[src/rtl/rtc_alarm_scheduler.sv]
// rtc_alarm_scheduler
//   Alarm scheduler for an RTC seconds-of-day time base. Software programs
//   NSLOT alarm slots over Wishbone. On every enabled seconds tick the block
//   latches time_i and walks the slots one per cycle. A slot whose compare
//   value equals the latched time sets its pending bit. irq_o is the
//   registered OR of pending bits masked by IRQ_EN.
//
//   Optional feature macro: ALARM_REPEAT_EN
//     When it is defined, each slot gets a PERIOD register. A matching slot
//     with a non-zero period re-arms itself at (cmp + period) mod DAY_SECS.
//     When it is undefined, the PERIOD window reads as 0 and ignores writes.
//
//   Register map (byte offsets from BASE_ADR):
//     0x00        CTRL    [0] global enable
//     0x04        STATUS  [NSLOT-1:0] pending (W1C), [31] tick overrun (W1C)
//     0x08        IRQ_EN  [NSLOT-1:0]
//     0x10+4*i    ALARM_i [16:0] compare value, [31] slot enable
//     0x40+4*i    PERIOD_i [16:0] (ALARM_REPEAT_EN only)
module rtc_alarm_scheduler #(
    parameter int          NSLOT    = 4,
    parameter logic [31:0] BASE_ADR = 32'h3000_0100,
    parameter int          DAY_SECS = 86400
) (
    input  logic             wb_clk_i,
    input  logic             wb_rst_i,
    input  logic             wbs_cyc_i,
    input  logic             wbs_stb_i,
    input  logic             wbs_we_i,
    input  logic [3:0]       wbs_sel_i,
    input  logic [31:0]      wbs_adr_i,
    input  logic [31:0]      wbs_dat_i,
    output logic [31:0]      wbs_dat_o,
    output logic             wbs_ack_o,
    input  logic             tick_i,
    input  logic [16:0]      time_i,
    output logic [NSLOT-1:0] pending_o,
    output logic             irq_o
);

    localparam int              IDXW       = (NSLOT > 1) ? $clog2(NSLOT) : 1;
    localparam logic [IDXW-1:0] LAST_IDX   = IDXW'(NSLOT - 1);
    localparam logic [16:0]     DAY_MAX    = 17'(DAY_SECS - 1);
    localparam logic [17:0]     DAY_SECS18 = 18'(DAY_SECS);

    localparam logic [0:0] ST_IDLE = 1'b0;
    localparam logic [0:0] ST_SCAN = 1'b1;

    // ------------------------------------------------------------------
    // State
    // ------------------------------------------------------------------
    logic              ack_reg;
    logic [31:0]       dat_reg;
    logic              ctrl_reg;
    logic [NSLOT-1:0]  irq_en_reg;
    logic [NSLOT-1:0]  pending_reg;
    logic              overrun_reg;
    logic              irq_reg;
    logic [0:0]        state_reg;
    logic [IDXW-1:0]   idx_reg;
    logic [16:0]       snap_reg;
    logic [16:0]       alarm_cmp_reg [NSLOT];
    logic [NSLOT-1:0]  alarm_en_reg;
`ifdef ALARM_REPEAT_EN
    logic [16:0]       period_reg    [NSLOT];
    logic [16:0]       period_wr_val [NSLOT];
    logic [16:0]       repeat_next   [NSLOT];
    logic [NSLOT-1:0]  sel_period;
`endif

    logic [0:0]        state_next;
    logic [IDXW-1:0]   idx_next;
    logic              snap_load;
    logic [NSLOT-1:0]  pending_next;
    logic              overrun_next;

    // ------------------------------------------------------------------
    // Wishbone decode
    // ------------------------------------------------------------------
    logic        window_hit;
    logic        access;
    logic        wr_en;
    logic        rd_en;
    logic [5:0]  word;
    logic [31:0] byte_mask;
    logic        sel_ctrl;
    logic        sel_status;
    logic        sel_irq_en;
    logic [NSLOT-1:0] sel_alarm;
    logic [31:0] alarm_wr_val [NSLOT];
    logic [31:0] rd_mux;

    logic             scan_active;
    logic [NSLOT-1:0] slot_match;
    logic [NSLOT-1:0] pend_clr;
    logic             ovr_clr;
    logic             status_wr;

    logic [NSLOT-1:0] unused_alarm_bits;
    logic             unused_adr_bits;

    assign window_hit = (wbs_adr_i[31:8] == BASE_ADR[31:8]);
    // ack_reg gates a new access so ack always drops for a cycle even if
    // the master keeps stb asserted.
    assign access     = wbs_cyc_i & wbs_stb_i & window_hit & ~ack_reg;
    assign wr_en      = access & wbs_we_i;
    assign rd_en      = access & ~wbs_we_i;
    assign word       = wbs_adr_i[7:2];
    assign sel_ctrl   = (word == 6'd0);
    assign sel_status = (word == 6'd1);
    assign sel_irq_en = (word == 6'd2);
    assign unused_adr_bits = ^wbs_adr_i[1:0];

    // The scan only compares while the global enable is still set, so a
    // mid-scan disable stops any further pending bits from being raised.
    assign scan_active = (state_reg == ST_SCAN) && ctrl_reg;

    genvar gi;
    generate
        for (gi = 0; gi < 4; gi++) begin : g_byte
            assign byte_mask[gi*8 +: 8] = {8{wbs_sel_i[gi]}};
        end

        for (gi = 0; gi < NSLOT; gi++) begin : g_slot
            assign sel_alarm[gi] = (word == 6'(4 + gi));

            // Registered compare values mean a same-cycle bus write to the
            // slot never affects the compare in flight.
            assign slot_match[gi] = scan_active
                                 && (idx_reg == IDXW'(gi))
                                 && alarm_en_reg[gi]
                                 && (alarm_cmp_reg[gi] == snap_reg)
                                 && (alarm_cmp_reg[gi] <= DAY_MAX);

            assign alarm_wr_val[gi] = ({alarm_en_reg[gi], 14'b0, alarm_cmp_reg[gi]} & ~byte_mask)
                                    | (wbs_dat_i & byte_mask);
            assign unused_alarm_bits[gi] = ^alarm_wr_val[gi][30:17];

`ifdef ALARM_REPEAT_EN
            logic [31:0] period_merged;
            logic [17:0] repeat_sum;
            logic        unused_period_bits;

            assign sel_period[gi] = (word == 6'(16 + gi));
            assign period_merged  = ({15'b0, period_reg[gi]} & ~byte_mask)
                                  | (wbs_dat_i & byte_mask);
            assign unused_period_bits = ^period_merged[31:17];
            // Out-of-range periods saturate so the wrap below stays a
            // single subtract.
            assign period_wr_val[gi] = (period_merged[16:0] > DAY_MAX) ? DAY_MAX
                                                                       : period_merged[16:0];
            // cmp and period are both below DAY_SECS, so one subtract wraps.
            assign repeat_sum = {1'b0, alarm_cmp_reg[gi]} + {1'b0, period_reg[gi]};
            assign repeat_next[gi] = (repeat_sum >= DAY_SECS18) ? 17'(repeat_sum - DAY_SECS18)
                                                                 : repeat_sum[16:0];
`endif
        end
    endgenerate

    // Read data multiplexer; unmapped in-window words read as zero.
    always_comb begin
        rd_mux = '0;
        if (sel_ctrl) begin
            rd_mux[0] = ctrl_reg;
        end
        if (sel_status) begin
            rd_mux[NSLOT-1:0] = pending_reg;
            rd_mux[31]        = overrun_reg;
        end
        if (sel_irq_en) begin
            rd_mux[NSLOT-1:0] = irq_en_reg;
        end
        for (int i = 0; i < NSLOT; i++) begin
            if (sel_alarm[i]) begin
                rd_mux = {alarm_en_reg[i], 14'b0, alarm_cmp_reg[i]};
            end
`ifdef ALARM_REPEAT_EN
            if (sel_period[i]) begin
                rd_mux = {15'b0, period_reg[i]};
            end
`endif
        end
    end

    // Wishbone acknowledge pulse and registered read data.
    always_ff @(posedge wb_clk_i) begin
        if (wb_rst_i) begin
            ack_reg <= 1'b0;
            dat_reg <= '0;
        end else begin
            ack_reg <= access;
            if (rd_en) begin
                dat_reg <= rd_mux;
            end
        end
    end

    // Control and interrupt-mask registers.
    always_ff @(posedge wb_clk_i) begin
        if (wb_rst_i) begin
            ctrl_reg   <= 1'b0;
            irq_en_reg <= '0;
        end else begin
            if (wr_en && sel_ctrl && wbs_sel_i[0]) begin
                ctrl_reg <= wbs_dat_i[0];
            end
            if (wr_en && sel_irq_en && wbs_sel_i[0]) begin
                irq_en_reg <= wbs_dat_i[NSLOT-1:0];
            end
        end
    end

    // Alarm slot registers: bus writes take priority over hardware re-arm.
    always_ff @(posedge wb_clk_i) begin
        if (wb_rst_i) begin
            for (int i = 0; i < NSLOT; i++) begin
                alarm_cmp_reg[i] <= '0;
            end
            alarm_en_reg <= '0;
        end else begin
            for (int i = 0; i < NSLOT; i++) begin
                if (wr_en && sel_alarm[i]) begin
                    alarm_cmp_reg[i] <= alarm_wr_val[i][16:0];
                    alarm_en_reg[i]  <= alarm_wr_val[i][31];
                end
`ifdef ALARM_REPEAT_EN
                else if (slot_match[i] && (period_reg[i] != '0)) begin
                    alarm_cmp_reg[i] <= repeat_next[i];
                end
`endif
            end
        end
    end

`ifdef ALARM_REPEAT_EN
    // Repeat period registers.
    always_ff @(posedge wb_clk_i) begin
        if (wb_rst_i) begin
            for (int i = 0; i < NSLOT; i++) begin
                period_reg[i] <= '0;
            end
        end else begin
            for (int i = 0; i < NSLOT; i++) begin
                if (wr_en && sel_period[i]) begin
                    period_reg[i] <= period_wr_val[i];
                end
            end
        end
    end
`endif

    // STATUS next value: hardware sets are OR-ed after the W1C so a set wins.
    assign status_wr = wr_en & sel_status;
    assign pend_clr  = status_wr ? (wbs_dat_i[NSLOT-1:0] & byte_mask[NSLOT-1:0]) : '0;
    assign ovr_clr   = status_wr & wbs_dat_i[31] & wbs_sel_i[3];

    always_comb begin
        pending_next = (pending_reg & ~pend_clr) | slot_match;
        overrun_next = (overrun_reg & ~ovr_clr) | ((state_reg == ST_SCAN) && tick_i);
    end

    // STATUS and interrupt registers.
    always_ff @(posedge wb_clk_i) begin
        if (wb_rst_i) begin
            pending_reg <= '0;
            overrun_reg <= 1'b0;
            irq_reg     <= 1'b0;
        end else begin
            pending_reg <= pending_next;
            overrun_reg <= overrun_next;
            irq_reg     <= |(pending_reg & irq_en_reg);
        end
    end

    // Scan FSM next-state logic: one slot per cycle after an enabled tick.
    always_comb begin
        state_next = state_reg;
        idx_next   = idx_reg;
        snap_load  = 1'b0;
        case (state_reg)
            ST_IDLE: begin
                if (tick_i && ctrl_reg) begin
                    state_next = ST_SCAN;
                    idx_next   = '0;
                    snap_load  = 1'b1;
                end
            end
            ST_SCAN: begin
                if (!ctrl_reg || (idx_reg == LAST_IDX)) begin
                    state_next = ST_IDLE;
                    idx_next   = '0;
                end else begin
                    idx_next = idx_reg + 1'b1;
                end
            end
            default: begin
                state_next = ST_IDLE;
                idx_next   = '0;
            end
        endcase
    end

    // Scan FSM state, slot index and time-of-day snapshot.
    always_ff @(posedge wb_clk_i) begin
        if (wb_rst_i) begin
            state_reg <= ST_IDLE;
            idx_reg   <= '0;
            snap_reg  <= '0;
        end else begin
            state_reg <= state_next;
            idx_reg   <= idx_next;
            if (snap_load) begin
                snap_reg <= time_i;
            end
        end
    end

    assign wbs_ack_o = ack_reg;
    assign wbs_dat_o = dat_reg;
    assign pending_o = pending_reg;
    assign irq_o     = irq_reg;

endmodule

[config.mk]
export PLATFORM = sky130hd
export DESIGN_NAME = rtc_alarm_scheduler
export DESIGN_NICKNAME = d
export VERILOG_FILES = /design/src/rtl/rtc_alarm_scheduler.sv
export SDC_FILE = /design/constraint.sdc
export NUM_CORES = 1
export LEC_CHECK = 0
export BUFFER_PORTS_ARGS = -buffer_cell sky130_fd_sc_hd__buf_2
export CAP_MARGIN = 30
export CORE_ASPECT_RATIO = 0.8
export CORE_MARGIN = 2
export CORE_UTILIZATION = 51
export DETAILED_ROUTE_END_ITERATION = 8
export PLACE_DENSITY_LB_ADDON = 0.08
export SYNTH_ARGS = -nofsm -noshare
export SYNTH_HDL_FRONTEND = slang
export SYNTH_SLANG_ARGS = --single-unit
[constraint.sdc]
create_clock -name wb_clk_i -period 3.7 [get_ports wb_clk_i]
set_input_delay 0.925 -clock wb_clk_i [delete_from_list [all_inputs] [get_ports wb_clk_i]]
set_output_delay 0.925 -clock wb_clk_i [all_outputs]
set_load 0.005 [all_outputs]
* Word-level counts from Yosys, hierarchy flattened
Memory sizes are Yosys's and may differ from the RTL's.
Index checks and enable logic that the tools add are counted.
** Cells by class
- Equal/unequal tests :: 15
- Add/sub/neg operators :: 1
- Magnitude comparators :: 4
- Muxes and demuxes :: 34
- Reductions and logical operators :: 32
- Divide/modulo/power cells :: 0
- Shift operators :: 0
- Multiply operators :: 0
- Bitwise logic cells :: 33
** Operators with widths (count)
- $and 32x32->32 :: 5
- $mux 32 :: 4
- $or 32x32->32 :: 4
- $eq 17x17->1 :: 4
- $le 17x17->1 const B :: 4
- $mux 17 :: 4
- $not 32->32 :: 1
- $logic_and 1x1->1 :: 27
- $eq 24x22->1 const B :: 1
- $eq 6x3->1 const B :: 4
- $mux 1 :: 19
- $and 4x4->4 :: 3
- $mux 4 :: 3
- $and 1x1->1 :: 9
- $eq 6x1->1 const B :: 1
- $eq 6x2->1 const B :: 1
- $logic_not 6->1 :: 1
- $or 1x1->1 :: 5
- $eq 2x2->1 const B :: 2
- $mux 2 :: 2
- $not 1->1 :: 4
- $not 4->4 :: 1
- $or 4x4->4 :: 1
- $pmux 2 s2 :: 1
- other kinds (8) :: 8
** Word-level totals
- Bits of input ports :: 91
- Bits in writable memories :: 68
- Logic and storage cells :: 134
- Output and inout port bits :: 38
- Memory bits (read-only) :: 0
- Register bits :: 68
- Latch bits :: 0
- Memories :: 1
** Memory list
- alarm_cmp_reg :: words 4, bits a word 17, rd ports 4, clocked after memory_dff 0, wr ports 4, line 61 : logic [16:0] alarm_cmp_reg [NSLOT];

* Depth between registers and ports, before layout
- Depth after elaboration :: 10
- Mapped depth :: 6
- Gate-level depth less buffers :: 6

* Least setup slack after synthesis
OpenSTA, ideal clock, no wires.
- Kind :: input to register
- From :: input port wbs_adr_i[23]
- To :: memory alarm_cmp_reg[3][0] (enable)
- Buffers on the path :: 0
- Stages on the path :: 4
- Slack :: 184 ps
- Required time :: 3285 ps
- Data arrival time :: 3102 ps
- Setup time :: 415 ps
- Cell sequence :: nor4_2 > nand4_1 > or3_4 > o21ai_0
** RTL lines
- start, declared :: line 30 : input logic [31:0] wbs_adr_i,
- end, declared :: line 61

==> impl_metrics.prom <==
# TYPE chip_impl_metric gauge
chip_impl_metric{name="clock-skew-final",unit="ps"} 7.31
chip_impl_metric{name="max-slew-margin-rel",unit="%"} 51.7
chip_impl_info{name="synth_top_family_by_area",value="simple AND/OR/NAND/NOR gates"} 1
chip_impl_metric{name="seq_power_share",unit="%"} 44.0
chip_impl_metric{name="synth_xor_xnor_area_share",unit="%"} 7.96
chip_impl_info{name="mostFrequentLayoutCells",value="sky130_fd_sc_hd__a21oi_1 (107), sky130_fd_sc_hd__buf_2 (98), sky130_fd_sc_hd__nand2_1 (78)"} 1
chip_impl_metric{name="p_int",unit="uW"} 2620
chip_impl_metric{name="worstMarginPinSlew",unit="ps"} 724
chip_impl_metric{name="clkSlewWorstSetupHoldPaths",unit="ps"} 60
chip_impl_metric{name="synth_cell_types",unit=""} 57
chip_impl_metric{name="slew_limit_fails",unit=""} 0
chip_impl_metric{name="cts_num_sinks",unit=""} 122
chip_impl_metric{name="maximum_number_of_pins_on_one_net_before_global_route_repair",unit=""} 42
chip_impl_metric{name="yosys_warnings",unit=""} 0
chip_impl_metric{name="numPortBuffers",unit=""} 98
chip_impl_metric{name="synth.avg_cell_area",unit="um2"} 9.57
chip_impl_metric{name="timing.critical_path.fanout_max",unit=""} 30
chip_impl_metric{name="routabilityCongestion",unit=""} 0.946
chip_impl_metric{name="power_per_cell_area",unit="nW/um2"} 419
chip_impl_metric{name="clock_power_share",unit="%"} 49.1
chip_impl_metric{name="dieArea",unit="um2"} 14500
chip_impl_info{name="rsz0062_at_grt",value="no"} 1
chip_impl_metric{name="placementRows",unit=""} 38
chip_impl_metric{name="power.switching",unit="uW"} 774
chip_impl_metric{name="finish.cell_count_without_fillers",unit=""} 992
chip_impl_metric{name="timing.final.ws_setup",unit="ps"} 1080
chip_impl_metric{name="yosys.area_share.simple",unit="%"} 21.6
chip_impl_info{name="mostFrequentLayoutCell",value="sky130_fd_sc_hd__a21oi_1"} 1
chip_impl_metric{name="share_of_the_yosys_chip_area_belonging_to_registers",unit="%"} 45.1
chip_impl_metric{name="synth_largest_type_area_fraction",unit="%"} 29.5
chip_impl_metric{name="dp.cells",unit=""} 960
chip_impl_metric{name="flip_flop_count_of_the_largest_register_after_layout",unit=""} 68
chip_impl_metric{name="netlist_area",unit="um2"} 6930
chip_impl_metric{name="die_width",unit="um"} 134
chip_impl_metric{name="totalWireLength",unit="um"} 19900
chip_impl_metric{name="clkLatencyLatePin",unit="ps"} 420
chip_impl_info{name="clk_root_buffer_cell",value="sky130_fd_sc_hd__clkbuf_16"} 1
chip_impl_info{name="synth_area_leaders",value="sky130_fd_sc_hd__edfxtp_1 (29%), sky130_fd_sc_hd__dfxtp_1 (16%), sky130_fd_sc_hd__a21oi_1 (7.7%)"} 1
chip_impl_metric{name="drt_drc_violations_left",unit=""} 0
chip_impl_metric{name="achievable-frequency",unit="MHz"} 381
chip_impl_metric{name="postSynthRegisterBits",unit=""} 122
chip_impl_metric{name="first_global_vias",unit=""} 5350
chip_impl_info{name="status",value="finished, final reports clean"} 1
chip_impl_metric{name="final_period_util",unit="%"} 70.9
chip_impl_metric{name="pin_count",unit=""} 129
chip_impl_metric{name="synthArstFlopShare",unit="%"} 0
chip_impl_metric{name="grt_pass1_wl",unit="um"} 30800
chip_impl_metric{name="start_util",unit="%"} 51.7
chip_impl_info{name="yosys_top_cell_by_area",value="sky130_fd_sc_hd__edfxtp_1"} 1
chip_impl_metric{name="insertedDiodeCount",unit=""} 0
chip_impl_metric{name="detailedPlace.worstSlack",unit="ps"} 696
chip_impl_metric{name="route.vias.total",unit=""} 5784
chip_impl_metric{name="drtIter0Drc",unit=""} 555
chip_impl_metric{name="combPwrFrac",unit="%"} 6.9
chip_impl_metric{name="syn2layout_area_growth",unit="%"} 16.8
chip_impl_metric{name="timing.max_cap.violations",unit=""} 0
chip_impl_info{name="crit_type",value="primary input to flip-flop"} 1
chip_impl_metric{name="post_synth_fa_ha_maj_area_fraction",unit="%"} 0.722
chip_impl_metric{name="post-dp-hpwl",unit="um"} 14500
chip_impl_metric{name="finish.net_count",unit=""} 894
chip_impl_info{name="cts_tree",value="built"} 1
chip_impl_metric{name="die_h",unit="um"} 108
chip_impl_metric{name="cts_repair_resize_count",unit=""} 0
chip_impl_metric{name="worst-endpoint-required",unit="ps"} 3940
chip_impl_metric{name="final.setup.tns",unit="ps"} 0
chip_impl_metric{name="synthesis.instances",unit=""} 724
chip_impl_metric{name="detail_route.first_pass.iterations",unit=""} 5
chip_impl_metric{name="drt-vias-per-instance",unit=""} 5.83
chip_impl_metric{name="global_route.overflow_total",unit=""} 0
chip_impl_metric{name="grt_antenna_before_repair",unit=""} 0
chip_impl_metric{name="p_leak",unit="uW"} 0.00301
chip_impl_metric{name="route.detailed.wl_per_inst",unit="um"} 20.1
chip_impl_metric{name="synth_enable_flop_cells",unit=""} 68
chip_impl_info{name="crit_path_end_kind",value="flip-flop"} 1
chip_impl_metric{name="cts_bufs_inserted",unit=""} 17
chip_impl_info{name="yosys_most_used_dff",value="sky130_fd_sc_hd__edfxtp_1"} 1
chip_impl_metric{name="irDropWorstVdd",unit="mV"} 0.308
chip_impl_metric{name="cts_setup_buffers",unit=""} 0
chip_impl_metric{name="cts-root-to-sink-buffers",unit=""} 2
chip_impl_metric{name="gr-usage-all-layers",unit="%"} 28.4
chip_impl_info{name="start_kind",value="primary input"} 1
chip_impl_metric{name="cts_hold_buffers",unit=""} 0
chip_impl_metric{name="finalHoldViolations",unit=""} 0
chip_impl_metric{name="drive_gt1_share",unit="%"} 21.1
chip_impl_metric{name="synth_mux_area_share",unit="%"} 5.40
chip_impl_info{name="min-delay-path-class",value="flip-flop to flip-flop"} 1
chip_impl_metric{name="final.min_clock_period",unit="ps"} 2620
chip_impl_metric{name="setup_viol",unit=""} 0
chip_impl_metric{name="post_synthesis_compound_gate_area_fraction",unit="%"} 14.1
chip_impl_metric{name="finalCoreUtilization",unit="%"} 60.4
chip_impl_metric{name="drtAntennaViolNets",unit=""} 0
chip_impl_metric{name="cp_data_arrival_time",unit="ps"} 2860
chip_impl_metric{name="netSwitchingFraction",unit="%"} 22.8
chip_impl_metric{name="clock_tree.htree_level_count",unit=""} 4
chip_impl_metric{name="core_area",unit="um2"} 13400
-- cell usage after synthesis (5+ instances only) --
| cell | n |
|---|---|
| sky130_fd_sc_hd__nand4_1 | 15 |
| sky130_fd_sc_hd__nor2_1 | 14 |
| sky130_fd_sc_hd__dfxtp_1 | 54 |
| sky130_fd_sc_hd__mux4_2 | 13 |
| sky130_fd_sc_hd__buf_4 | 14 |
| sky130_fd_sc_hd__nor4_1 | 11 |
| sky130_fd_sc_hd__nor3_1 | 10 |
| sky130_fd_sc_hd__nand2b_1 | 66 |
| sky130_fd_sc_hd__nand3_1 | 26 |
| sky130_fd_sc_hd__nor2b_1 | 10 |
| sky130_fd_sc_hd__a21oi_1 | 107 |
| sky130_fd_sc_hd__o21ai_0 | 31 |
| sky130_fd_sc_hd__edfxtp_1 | 68 |
| sky130_fd_sc_hd__clkbuf_1 | 50 |
| sky130_fd_sc_hd__xnor2_1 | 20 |
| sky130_fd_sc_hd__xor2_1 | 43 |
| sky130_fd_sc_hd__mux2i_1 | 7 |
| sky130_fd_sc_hd__nand2_1 | 78 |
| sky130_fd_sc_hd__buf_2 | 5 |
| sky130_fd_sc_hd__a22oi_1 | 9 |
| sky130_fd_sc_hd__inv_1 | 8 |
-- metrics by stage --
step	hold WS, ps	power [uW]	cell area (um2)
detailed placement	463	1750	7500
CTS	469	3400	8090
global placement	457	1740	7500
finish	471	3390	8090
global route	494	3490	8090
floorplan	450	1650	6980
-- worst paths after layout --
check / cells after the start / startpoint / slack (ps) / endpoint
worst max-delay path: 5 / wbs_adr_i[3] / 1080 / alarm_cmp_reg[2][10]
worst min-delay path: 2 / wbs_dat_o[15] / 470 / wbs_dat_o[15]
worst max register to register: 5 / wbs_ack_o / 1720 / alarm_cmp_reg[2][10]
worst min register to register: 2 / wbs_dat_o[15] / 470 / wbs_dat_o[15]
-- power groups by stage --
stage / logic, uW / clock network, uW / registers (uW)
6_report: 235 / 1660 / 1490
5_1_grt: 255 / 1740 / 1490
4_1_cts: 233 / 1680 / 1490
3_5_place_dp: 232 / 0 / 1520
3_3_place_gp: 228 / 0 / 1520
2_1_floorplan: 147 / 0 / 1500
-- critical path, cell delays in order --
cell and delay [ps]:
sky130_fd_sc_hd__buf_2 560, sky130_fd_sc_hd__nand2b_1 240, sky130_fd_sc_hd__nor2_1 320, sky130_fd_sc_hd__nand3_2 490, sky130_fd_sc_hd__a21oi_1 310
-- final cells by class --
class / count / area [um2]
Clock inverter: 14 / 154
Clock buffer: 18 / 439
Tap cell: 180 / 225
Timing Repair Buffer: 113 / 603
Multi-Input combinational cell: 537 / 3520
Fill cell: 1191 / 5320
Sequential cell: 122 / 3120
Inverter: 8 / 30.0
-- metal layers --
layer / GRT usage, % / vias to the layer above / share of wire (%)
met4: 9.70 / 0 / 2.1
met3: 5.81 / 31 / 9.4
met2: 42.5 / 298 / 43
li1: - / 2730 / -
met1: 41.3 / 2725 / 45
met5: 0 / - / 0
-- logic make-up (layout without fill, tap and decap cells) --
kind of cell               after synthesis  in the layout
and+or+nand+nor                        261            261
xor gates and xnor gates                63             63
DFF                                    122            122
buffers and inverters                   78            153
adders and majority gates                4              4
muxes                                   21             21
AOI/OAI and AO/OA                      174            174
other                                    1             14
No activity file was read; power rests on OpenSTA's default activity.
